`config.mk`:
```
export PLATFORM = sky130hd
export DESIGN_NAME = dwt_lift_ctrl
export DESIGN_NICKNAME = d
export VERILOG_FILES = /design/src/rtl/dwt_pkg.sv /design/src/rtl/dwt_lift_core.sv /design/src/rtl/dwt_lift_ctrl.sv
export SDC_FILE = /design/constraint.sdc
export NUM_CORES = 1
export LEC_CHECK = 0
export CAP_MARGIN = 20
export CORE_MARGIN = 10
export CORE_UTILIZATION = 50
export DETAILED_ROUTE_END_ITERATION = 12
export GPL_ROUTABILITY_DRIVEN = 0
export PLACE_DENSITY = 0.72
export RECOVER_POWER = 25
export SLEW_MARGIN = 10
export SYNTH_ARGS = -nofsm -noshare
export SYNTH_HDL_FRONTEND = slang
export SYNTH_SLANG_ARGS = --single-unit
export TNS_END_PERCENT = 10
```
`constraint.sdc`:
```
create_clock -name clk -period 6.61 [get_ports clk]
set_input_delay 0.9915 -clock clk [delete_from_list [all_inputs] [get_ports clk]]
set_output_delay 0.9915 -clock clk [all_outputs]
set_load 0.02 [all_outputs]
```
`src/rtl/dwt_pkg.sv`:
```
// Shared definitions for the 5/3 lifting DWT controller: FSM state encoding and default sizes.
package dwt_pkg;

  localparam int DWT_DW        = 8;
  localparam int DWT_FRAME_LEN = 8;
  localparam int DWT_CW        = 4;

  typedef enum logic [1:0] {
    ST_IDLE  = 2'd0,
    ST_RUN   = 2'd1,
    ST_FLUSH = 2'd2,
    ST_DONE  = 2'd3
  } dwt_state_t;

endpackage

```
`src/rtl/dwt_lift_core.sv`:
```
// Combinational predict/update lifting step for one (s,d) pair.
// DWT_SYM_EXT_EN selects symmetric boundary extension; otherwise zero extension.
module dwt_lift_core
  import dwt_pkg::*;
#(
  parameter int DW = DWT_DW
) (
  input  logic [DW-1:0] i_x_even,
  input  logic [DW-1:0] i_x_odd,
  input  logic [DW-1:0] i_x_next,
  input  logic [DW-1:0] i_d_prev,
  input  logic          i_first,
  input  logic          i_last,
  output logic [DW-1:0] o_s,
  output logic [DW-1:0] o_d
);

  logic [DW-1:0] w_x_next;
  logic [DW-1:0] w_d_prev;
  logic [DW-1:0] w_d;
  logic [DW:0]   w_pred_sum;
  logic [DW:0]   w_upd_sum;

  // On the last pair i_x_even already holds x[FRAME_LEN-2], the mirrored sample.
`ifdef DWT_SYM_EXT_EN
  assign w_x_next = i_last  ? i_x_even : i_x_next;
  assign w_d_prev = i_first ? w_d      : i_d_prev;
`else
  assign w_x_next = i_last  ? '0 : i_x_next;
  assign w_d_prev = i_first ? '0 : i_d_prev;
`endif

  assign w_pred_sum = {1'b0, i_x_even} + {1'b0, w_x_next};
  assign w_d        = i_x_odd - DW'(w_pred_sum >> 1);
  assign w_upd_sum  = {1'b0, w_d_prev} + {1'b0, w_d};

  assign o_d = w_d;
  assign o_s = i_x_even + DW'(w_upd_sum >> 2);

endmodule

```
`src/rtl/dwt_lift_ctrl.sv`:
```
// Frame controller for a streaming 5/3 lifting DWT: sample intake, pair history and one output register.
// Boundary handling follows DWT_SYM_EXT_EN inside dwt_lift_core.
module dwt_lift_ctrl
  import dwt_pkg::*;
#(
  parameter int DW        = DWT_DW,
  parameter int FRAME_LEN = DWT_FRAME_LEN,
  parameter int CW        = DWT_CW
) (
  input  logic          clk,
  input  logic          rst,
  input  logic          start,
  input  logic          in_valid,
  input  logic [DW-1:0] in_data,
  output logic          in_ready,
  output logic          out_valid,
  input  logic          out_ready,
  output logic [DW-1:0] out_s,
  output logic [DW-1:0] out_d,
  output logic          out_last,
  output logic          busy,
  output logic          frame_done,
  output dwt_state_t    o_dbg_state
);

  localparam logic [CW-1:0] LAST_PAIR = CW'(FRAME_LEN / 2 - 1);

  dwt_state_t    r_state;
  logic [CW-1:0] r_pair;
  logic          r_odd;
  logic [DW-1:0] r_x_even;
  logic [DW-1:0] r_x_odd;
  logic [DW-1:0] r_d_prev;
  logic          r_out_valid;
  logic [DW-1:0] r_out_s;
  logic [DW-1:0] r_out_d;
  logic          r_out_last;
  logic          r_frame_done;

  logic          w_out_free;
  logic          w_accept;
  logic          w_first;
  logic          w_flush;
  logic [DW-1:0] w_core_s;
  logic [DW-1:0] w_core_d;

  // Both ports: a beat transfers on a rising edge where valid && ready; valid never
  // depends on ready, and payload stays stable while valid is high and ready is low.
  assign w_out_free = !r_out_valid || out_ready;
  assign in_ready   = (r_state == ST_RUN) && w_out_free;
  assign w_accept   = in_valid && in_ready;
  assign w_flush    = (r_state == ST_FLUSH);
  // Next sample index is 2*r_pair + r_odd, so an even arrival with r_pair==1 closes pair 0.
  assign w_first    = (r_state == ST_RUN) && (r_pair == CW'(1));

  dwt_lift_core #(.DW(DW)) u_core (
    .i_x_even (r_x_even),
    .i_x_odd  (r_x_odd),
    .i_x_next (in_data),
    .i_d_prev (r_d_prev),
    .i_first  (w_first),
    .i_last   (w_flush),
    .o_s      (w_core_s),
    .o_d      (w_core_d)
  );

  always_ff @(posedge clk) begin
    if (rst) begin
      r_state      <= ST_IDLE;
      r_pair       <= '0;
      r_odd        <= 1'b0;
      r_x_even     <= '0;
      r_x_odd      <= '0;
      r_d_prev     <= '0;
      r_out_valid  <= 1'b0;
      r_out_s      <= '0;
      r_out_d      <= '0;
      r_out_last   <= 1'b0;
      r_frame_done <= 1'b0;
    end else begin
      r_frame_done <= 1'b0;
      if (r_out_valid && out_ready) r_out_valid <= 1'b0;
      case (r_state)
        ST_IDLE: begin
          if (start) begin
            r_state  <= ST_RUN;
            r_pair   <= '0;
            r_odd    <= 1'b0;
            r_x_even <= '0;
            r_x_odd  <= '0;
            r_d_prev <= '0;
          end
        end
        ST_RUN: begin
          if (w_accept) begin
            if (!r_odd) begin
              r_x_even <= in_data;
              r_odd    <= 1'b1;
              if (r_pair != '0) begin
                r_out_valid <= 1'b1;
                r_out_s     <= w_core_s;
                r_out_d     <= w_core_d;
                r_out_last  <= 1'b0;
                r_d_prev    <= w_core_d;
              end
            end else begin
              r_x_odd <= in_data;
              r_odd   <= 1'b0;
              if (r_pair == LAST_PAIR) r_state <= ST_FLUSH;
              else                     r_pair  <= r_pair + CW'(1);
            end
          end
        end
        ST_FLUSH: begin
          if (w_out_free) begin
            r_out_valid <= 1'b1;
            r_out_s     <= w_core_s;
            r_out_d     <= w_core_d;
            r_out_last  <= 1'b1;
            r_state     <= ST_DONE;
          end
        end
        ST_DONE: begin
          if (r_frame_done)                   r_state      <= ST_IDLE;
          else if (r_out_valid && out_ready)  r_frame_done <= 1'b1;
        end
        default: r_state <= ST_IDLE;
      endcase
    end
  end

  assign out_valid   = r_out_valid;
  assign out_s       = r_out_s;
  assign out_d       = r_out_d;
  assign out_last    = r_out_last;
  assign frame_done  = r_frame_done;
  assign busy        = (r_state != ST_IDLE);
  assign o_dbg_state = r_state;

endmodule

```
==> After elaboration in Yosys (flattened, before gate mapping) <==
Index checks and enable logic that the tools add are counted.
{ "word_totals": {"elab_cells": 98, "regBits": 50, "in_bits": 13} }
{ "op_classes": {"bitwise_logic": 1, "mux": 48, "n_addsub": 5, "eq_ne": 14, "reduce_logical": 19} }
{ "ops": {"columns": ["cell", "n"], "rows": [
  ["2-to-1 mux 8 bit", 15],
  ["case mux 8 bit (2 select lines)", 5],
  ["adder 8 x 8 -> 9 bit", 2],
  ["2-to-1 mux 4 bit", 4],
  ["AND reduction 5 bit", 3],
  ["!= test 2 bit, second input constant", 7],
  ["2-to-1 mux 1 bit", 13],
  ["2-to-1 mux 2 bit", 6],
  ["adder 8 x 7 -> 8 bit", 1],
  ["case mux 2 bit (4 select lines)", 1],
  ["case mux 4 bit (2 select lines)", 1],
  ["AND reduction 4 bit", 2],
  ["subtractor 8 bit", 1],
  ["case mux 1 bit (2 select lines)", 3],
  ["AND reduction 6 bit", 1],
  ["nonzero test 2 bit", 3],
  ["adder 4 x 1 -> 4 bit, second input constant", 1],
  ["equality test 2 bit, second input constant", 2],
  ["equality test 4 x 1 -> 1 bit, second input constant", 1],
  ["equality test 4 x 2 -> 1 bit, second input constant", 1],
  ["logical AND 1 bit", 4],
  ["!= test 2 x 1 -> 1 bit, second input constant", 2],
  ["nonzero test 4 bit", 1],
  ["AND reduction 3 bit", 1],
  ["other kinds (6)", 6]
]} }

==> Depth between registers and ports, before layout <==
Gate-level depths: netlist (run 1).
{ "logic_depth": {"ltp_word": 10, "depth_mapped": 26, "depth_no_buf": 25} }

==> Modules after synthesis <==
Synthesis (run 1) repeated with hierarchy kept, for this count alone.
{ "hier_totals": {"hier_cells": 430, "hier_area_um2": 3653.5} }
{ "by_module_without_submodules": {"columns": ["mod", "area_per_inst_um2", "cells_per_inst", "n_inst", "seq_area_each_um2"], "rows": [
  ["dwt_lift_ctrl", 2398.6, 269, 1, 1001.0],
  ["dwt_lift_core", 1255.0, 161, 1, 0.0]
]} }

==> Least setup slack after synthesis (run 1) <==
OpenSTA, ideal clock, no wires.
{ "synth_timing": {"path_kind": "input port to flip-flop", "startpoint": "input in_data[4]", "endpoint": "register r_out_s[7], in the netlist out_s[7]", "t_arrival_ps": 4982, "cell_stages": 23, "slack_ps": 1542, "path_cell_list": "nor2b_1 ha_1 and2_1 a31oi_1 o21ai_0 o41ai_1 xor2_1 ha_1 inv_1 nor3_1 a221oi_1 o311ai_2 ha_1 nor2b_1 a31o_2 a21oi_1 ha_1 inv_1 nor2_1 a21o_1 o31a_1 xnor2_1 a211oi_1"} }
{ "synth_between": {"elab_chain_len": 9} }
{ "synth_rtl": {"columns": ["element", "line_no", "rtl"], "rows": [
  ["start, declared", "dwt_lift_ctrl.sv:14", "input logic [DW-1:0] in_data,"],
  ["2-to-1 mux 8 bit (*)", "dwt_lift_core.sv:29", "assign w_x_next = i_last ? '0 : i_x_next;"],
  ["adder 8 x 8 -> 9 bit (*)", "dwt_lift_core.sv:33", "assign w_pred_sum = {1'b0, i_x_even} + {1'b0, w_x_next};"],
  ["subtractor 8 bit (*)", "dwt_lift_core.sv:34", "assign w_d = i_x_odd - DW'(w_pred_sum >> 1);"],
  ["via u_core.o_d[6]", "dwt_lift_core.sv:15", "output logic [DW-1:0] o_d"],
  ["adder 8 x 8 -> 9 bit (*)", "dwt_lift_core.sv:35", "assign w_upd_sum = {1'b0, w_d_prev} + {1'b0, w_d};"],
  ["adder 8 x 7 -> 8 bit (*)", "dwt_lift_core.sv:38", "assign o_s = i_x_even + DW'(w_upd_sum >> 2);"],
  ["2-to-1 mux 8 bit", "dwt_lift_ctrl.sv:99", "if (r_pair != '0) begin"],
  ["2-to-1 mux 8 bit", "dwt_lift_ctrl.sv:96", "if (!r_odd) begin"],
  ["2-to-1 mux 8 bit", "dwt_lift_ctrl.sv:95", "if (w_accept) begin"],
  ["case mux 8 bit (2 select lines) (*)", "dwt_lift_ctrl.sv:83", "case (r_state)"],
  ["end signal, assigned", "dwt_lift_ctrl.sv:101", "r_out_s <= w_core_s;"],
  ["end signal, assigned", "dwt_lift_ctrl.sv:117", "r_out_s <= w_core_s;"],
  ["end, declared", "dwt_lift_ctrl.sv:35", "logic [DW-1:0] r_out_s;"]
]} }
Mark *: on every way through the listed nets, which the timed path passes. The rest lies on a longest branch. The select of a mux whose other input is x is not followed.
A chain may end at the register's enable or synchronous reset.

==> Worst setup path in the final report (run 1) <==
Same ends and word-level chain as after synthesis.

==> results of run 1 <==
## worst max-delay path by stage
stage / depth (start not counted) / start / to / slack (ns)
2_1_floorplan: 23 / in_data[4] / out_s[7] / 1.54
3_3_place_gp: 24 / in_data[4] / out_s[7] / 0.90
3_5_place_dp: 24 / in_data[4] / out_s[7] / 0.64
4_1_cts: 24 / in_data[4] / out_s[7] / 0.95
5_1_grt: 24 / in_data[4] / out_s[7] / 0.55
6_report: 24 / in_data[4] / out_s[7] / 0.92
## per-stage QoR
step	hold slack, ns	std cells
floorplan	0.427	413
global placement	0.436	513
detailed placement	0.443	513
CTS	0.456	521
global route	0.476	521
finish	0.452	521
## cells in the mapped netlist, types with 8 or more instances
cell type / count / area, µm²
nand2_1: 52 / 195
dfxtp_1: 50 / 1000
a21oi_1: 45 / 225
nor2_1: 36 / 135
ha_1: 35 / 438
nand3_1: 24 / 120
nor2b_1: 24 / 150
inv_1: 17 / 63.8
o21ai_0: 12 / 60.1
xnor2_1: 12 / 105
clkbuf_1: 11 / 41.3
nor3_1: 10 / 50.1
xor2_1: 8 / 70.1
## cells by family (layout without fill, tap and decap cells)
kind of cell,count (synthesis),after routing
buf+inv,33,64
fa+ha+maj,38,38
xor+xnor,20,20
simple gates,171,171
mux,3,3
flops,50,50
compound gates,98,98
## worst min-delay path, stage by stage (launching register included)
cell     delay (ns)
dfxtp_1        0.32
nand2_1        0.05
a21oi_1        0.05
## per-layer routing
metal  GRT usage (%)  up-vias  wire length [µm]
li1                -     1492                 -
met1            19.7     1365              3540
met2            25.0       51              3620
met3            3.09        5               390
met4            4.29        0                73
met5               0        -                 0
## cell type report
class,count,area [µm²]
Sequential cell,50,1000
Clock buffer,5,68.8
Clock inverter,3,21.3
Multi-Input combinational cell,330,2160
Fill cell,612,2570
Timing Repair Buffer,39,377
Tap cell,77,96.3
Inverter,17,63.8
## registers in the layout, indices dropped and copies added, names as in the netlist
name and flops:
out_last 1, r_d_prev 8, frame_done 1, o_dbg_state 2, out_s 8, out_d 8, r_odd 1, r_pair 4
r_x_odd 8, out_valid 1, r_x_even 8
## report_power, final
group | leakage [nW] | internal, mW | switching (mW)
registers | 0.406 | 0.373 | 0.0448
logic | 1.12 | 0.466 | 0.696
clock network | 0.0441 | 0.0747 | 0.114
total | 1.57 | 0.914 | 0.855
==> key figures, run 1 <==
Run status
  • Status: finished with violations
  • Violated checks: capacitance limit, slew limit

Floorplan
  • DIE WIDTH: 101 µm
  • Core Area: 0.00635 mm²
  • Die span in y: 101 µm
  • Starting Density: 51.7%
  • Cell Rows: 29
  • Total Die Area: 0.0102 mm²
  • IO Pins: 36

Global route
  • Gr usage total: 15.3%
  • Global route total overflow: 0
  • First-pass GRT wire length: 13.0 mm
  • Largest net degree at the start of global routing: 53
  • Vias in the first global route: 2807
  • Initial antenna violation count: 0

Finish
  • Most frequent cells in the layout: nand2_1, dfxtp_1, a21oi_1
  • Area growth syn-to-layout: 15.2%
  • Commonest non-fill, non-tap cell in the layout: nand2_1
  • N_diodes: 0
  • Layout cells sized above 1: 4.28%
  • Post-layout instance area: 0.00378 mm²
  • Final Util: 59.6%
  • # nets final: 494

Power and ir drop
  • Worst vdd ir: 0.236 mV
  • Leakage Power: 1.57 nW
  • Pwr Total: 1.77 mW
  • Power Density: 468 mW/mm²

Worst setup path
  • Critical Path Fanout Max: 5
  • Largest stage delay on the critical path: 0.43 ns
  • Worst setup SP type: input pin
  • Reg2reg start: o_dbg_state[1]
  • Worst Setup Path Type: input pin to flop
  • RR Endpoint: out_s[7]
  • Crit-path cells: clkdlybuf4s50_1 -> nor2b_1 -> ha_1 -> and2_1 -> a31oi_1 -> o21ai_0 -> o41ai_1 -> xor2_1 -> ha_1 -> inv_1 -> nor3_1 -> a221oi_1 -> o311ai_2 -> ha_1 -> nor2b_1 -> a31o_2 -> a21oi_1 -> ha_1 -> inv_1 -> nor2_1 -> a21o_1 -> o31a_1 -> xnor2_1 -> a211oi_1
  • Top delay family on crit path: compound AO/OA/AOI/OAI gates
  • Required time of the critical path: 6.81 ns
  • Flop2flop setup slack: 1.12 ns
  • CP max-delay cell: clkdlybuf4s50_1
  • Crit. End Element: flop
  • Worst r2r path cells: 24
  • Crit path DAT: 5.89 ns
  • Buf/Inv on CP: 3
  • Cell mode on critical path: ha_1

Worst hold path
  • Worst hold path type: flop to flop
  • WHS Path Cells: 2
  • Hold EP: out_s[3]
  • Hold Path Origin: out_s[3]

Clock network
  • Post-CTS Setup Inserts: 0
  • TritonCTS Buffers: 5
  • CTS Sinks: 50
  • TritonCTS clock tree: done
  • Worst-Skew Late Latency: 0.32 ns
  • Root buffer cell: clkbuf_8
  • Hold_buf cts: 0
  • Longest Clk Path Bufs: 2
  • H-tree Lvls: 2
  • Clock-pin slew of the registers on the worst-case setup and hold paths: 0.10 ns
  • Number of gates resized after CTS: 0

Yosys
  • Number of enable flip-flop cells after synthesis: 0
  • Post-synthesis mux area share: 0.914%
  • Synth unique cells: 47
  • Ys flop type: dfxtp_1
  • Mapped Area: 0.00329 mm²
  • Yosys warns: 0
  • Post-synth ARST share: 0%
  • Sequential share of the synthesized area: 30.5%
  • Largest family of logic cells by synthesized area: simple AND/OR/NAND/NOR gates
  • Mapped Cells: 413
  • Post-synthesis compound-gate area fraction: 18.8%
  • Post-synthesis adder-cell area fraction: 15.2%
  • Yosys reg bits: 50
  • Mapped Nets: 464
  • Avg Cell Area, Syn: 7.96 µm²
  • XOR/XNOR Fraction of Synth Area: 5.33%
  • Post-Synth Simple-Gate Area: 25.4%

STA
  • Setup-failing EPs final: 0
  • Final Hold Vio Count: 0
  • Slew Limit Fails: 53
  • Worst-margin pin slew: 2.26 ns
  • Crit path setup slack, layout: 0.920 ns
  • Clk_skew: 0.00973 ns
  • RSZ-0062 raised after global routing: no
  • Rel. slew slack: -50.6%
  • Period utilization: 86.1%
  • Setup total negative slack: 0 ns
  • Min Tclk post-route: 5.69 ns
  • Max Clock Freq: 0.176 GHz

Placed design
  • DP Wirelength: 5.79 mm
  • Port-buffer cells: 35
  • Pre-CTS WS: 0.636 ns
  • Placed inst area: 0.00370 mm²

Drt
  • Drt wl/cell: 14.6 µm
  • Vias: 2913
  • Remaining antenna violation count: 0
  • DRC Markers: 0
  • Drt initial violations: 112
  • Total Wirelength: 7.63 mm
  • Via-per-instance ratio: 5.59
  • First-pass DRT Iterations: 4

Job
  • Max-cap viol count: 1
Note: power is estimated with default switching activity, not from simulation.
==> run 2: changes to the inputs <==
Settings changed: ABC_CLOCK_PERIOD_IN_PS set to 6610.
==> results of run 2 <==
The final DEF is identical to that of run 1; final timing and power are the same.
==> run 3: changes to the inputs <==
Settings changed: SLEW_MARGIN 10 to 20.
==> results of run 3 <==
The final DEF is identical to that of run 1; final timing and power are the same.
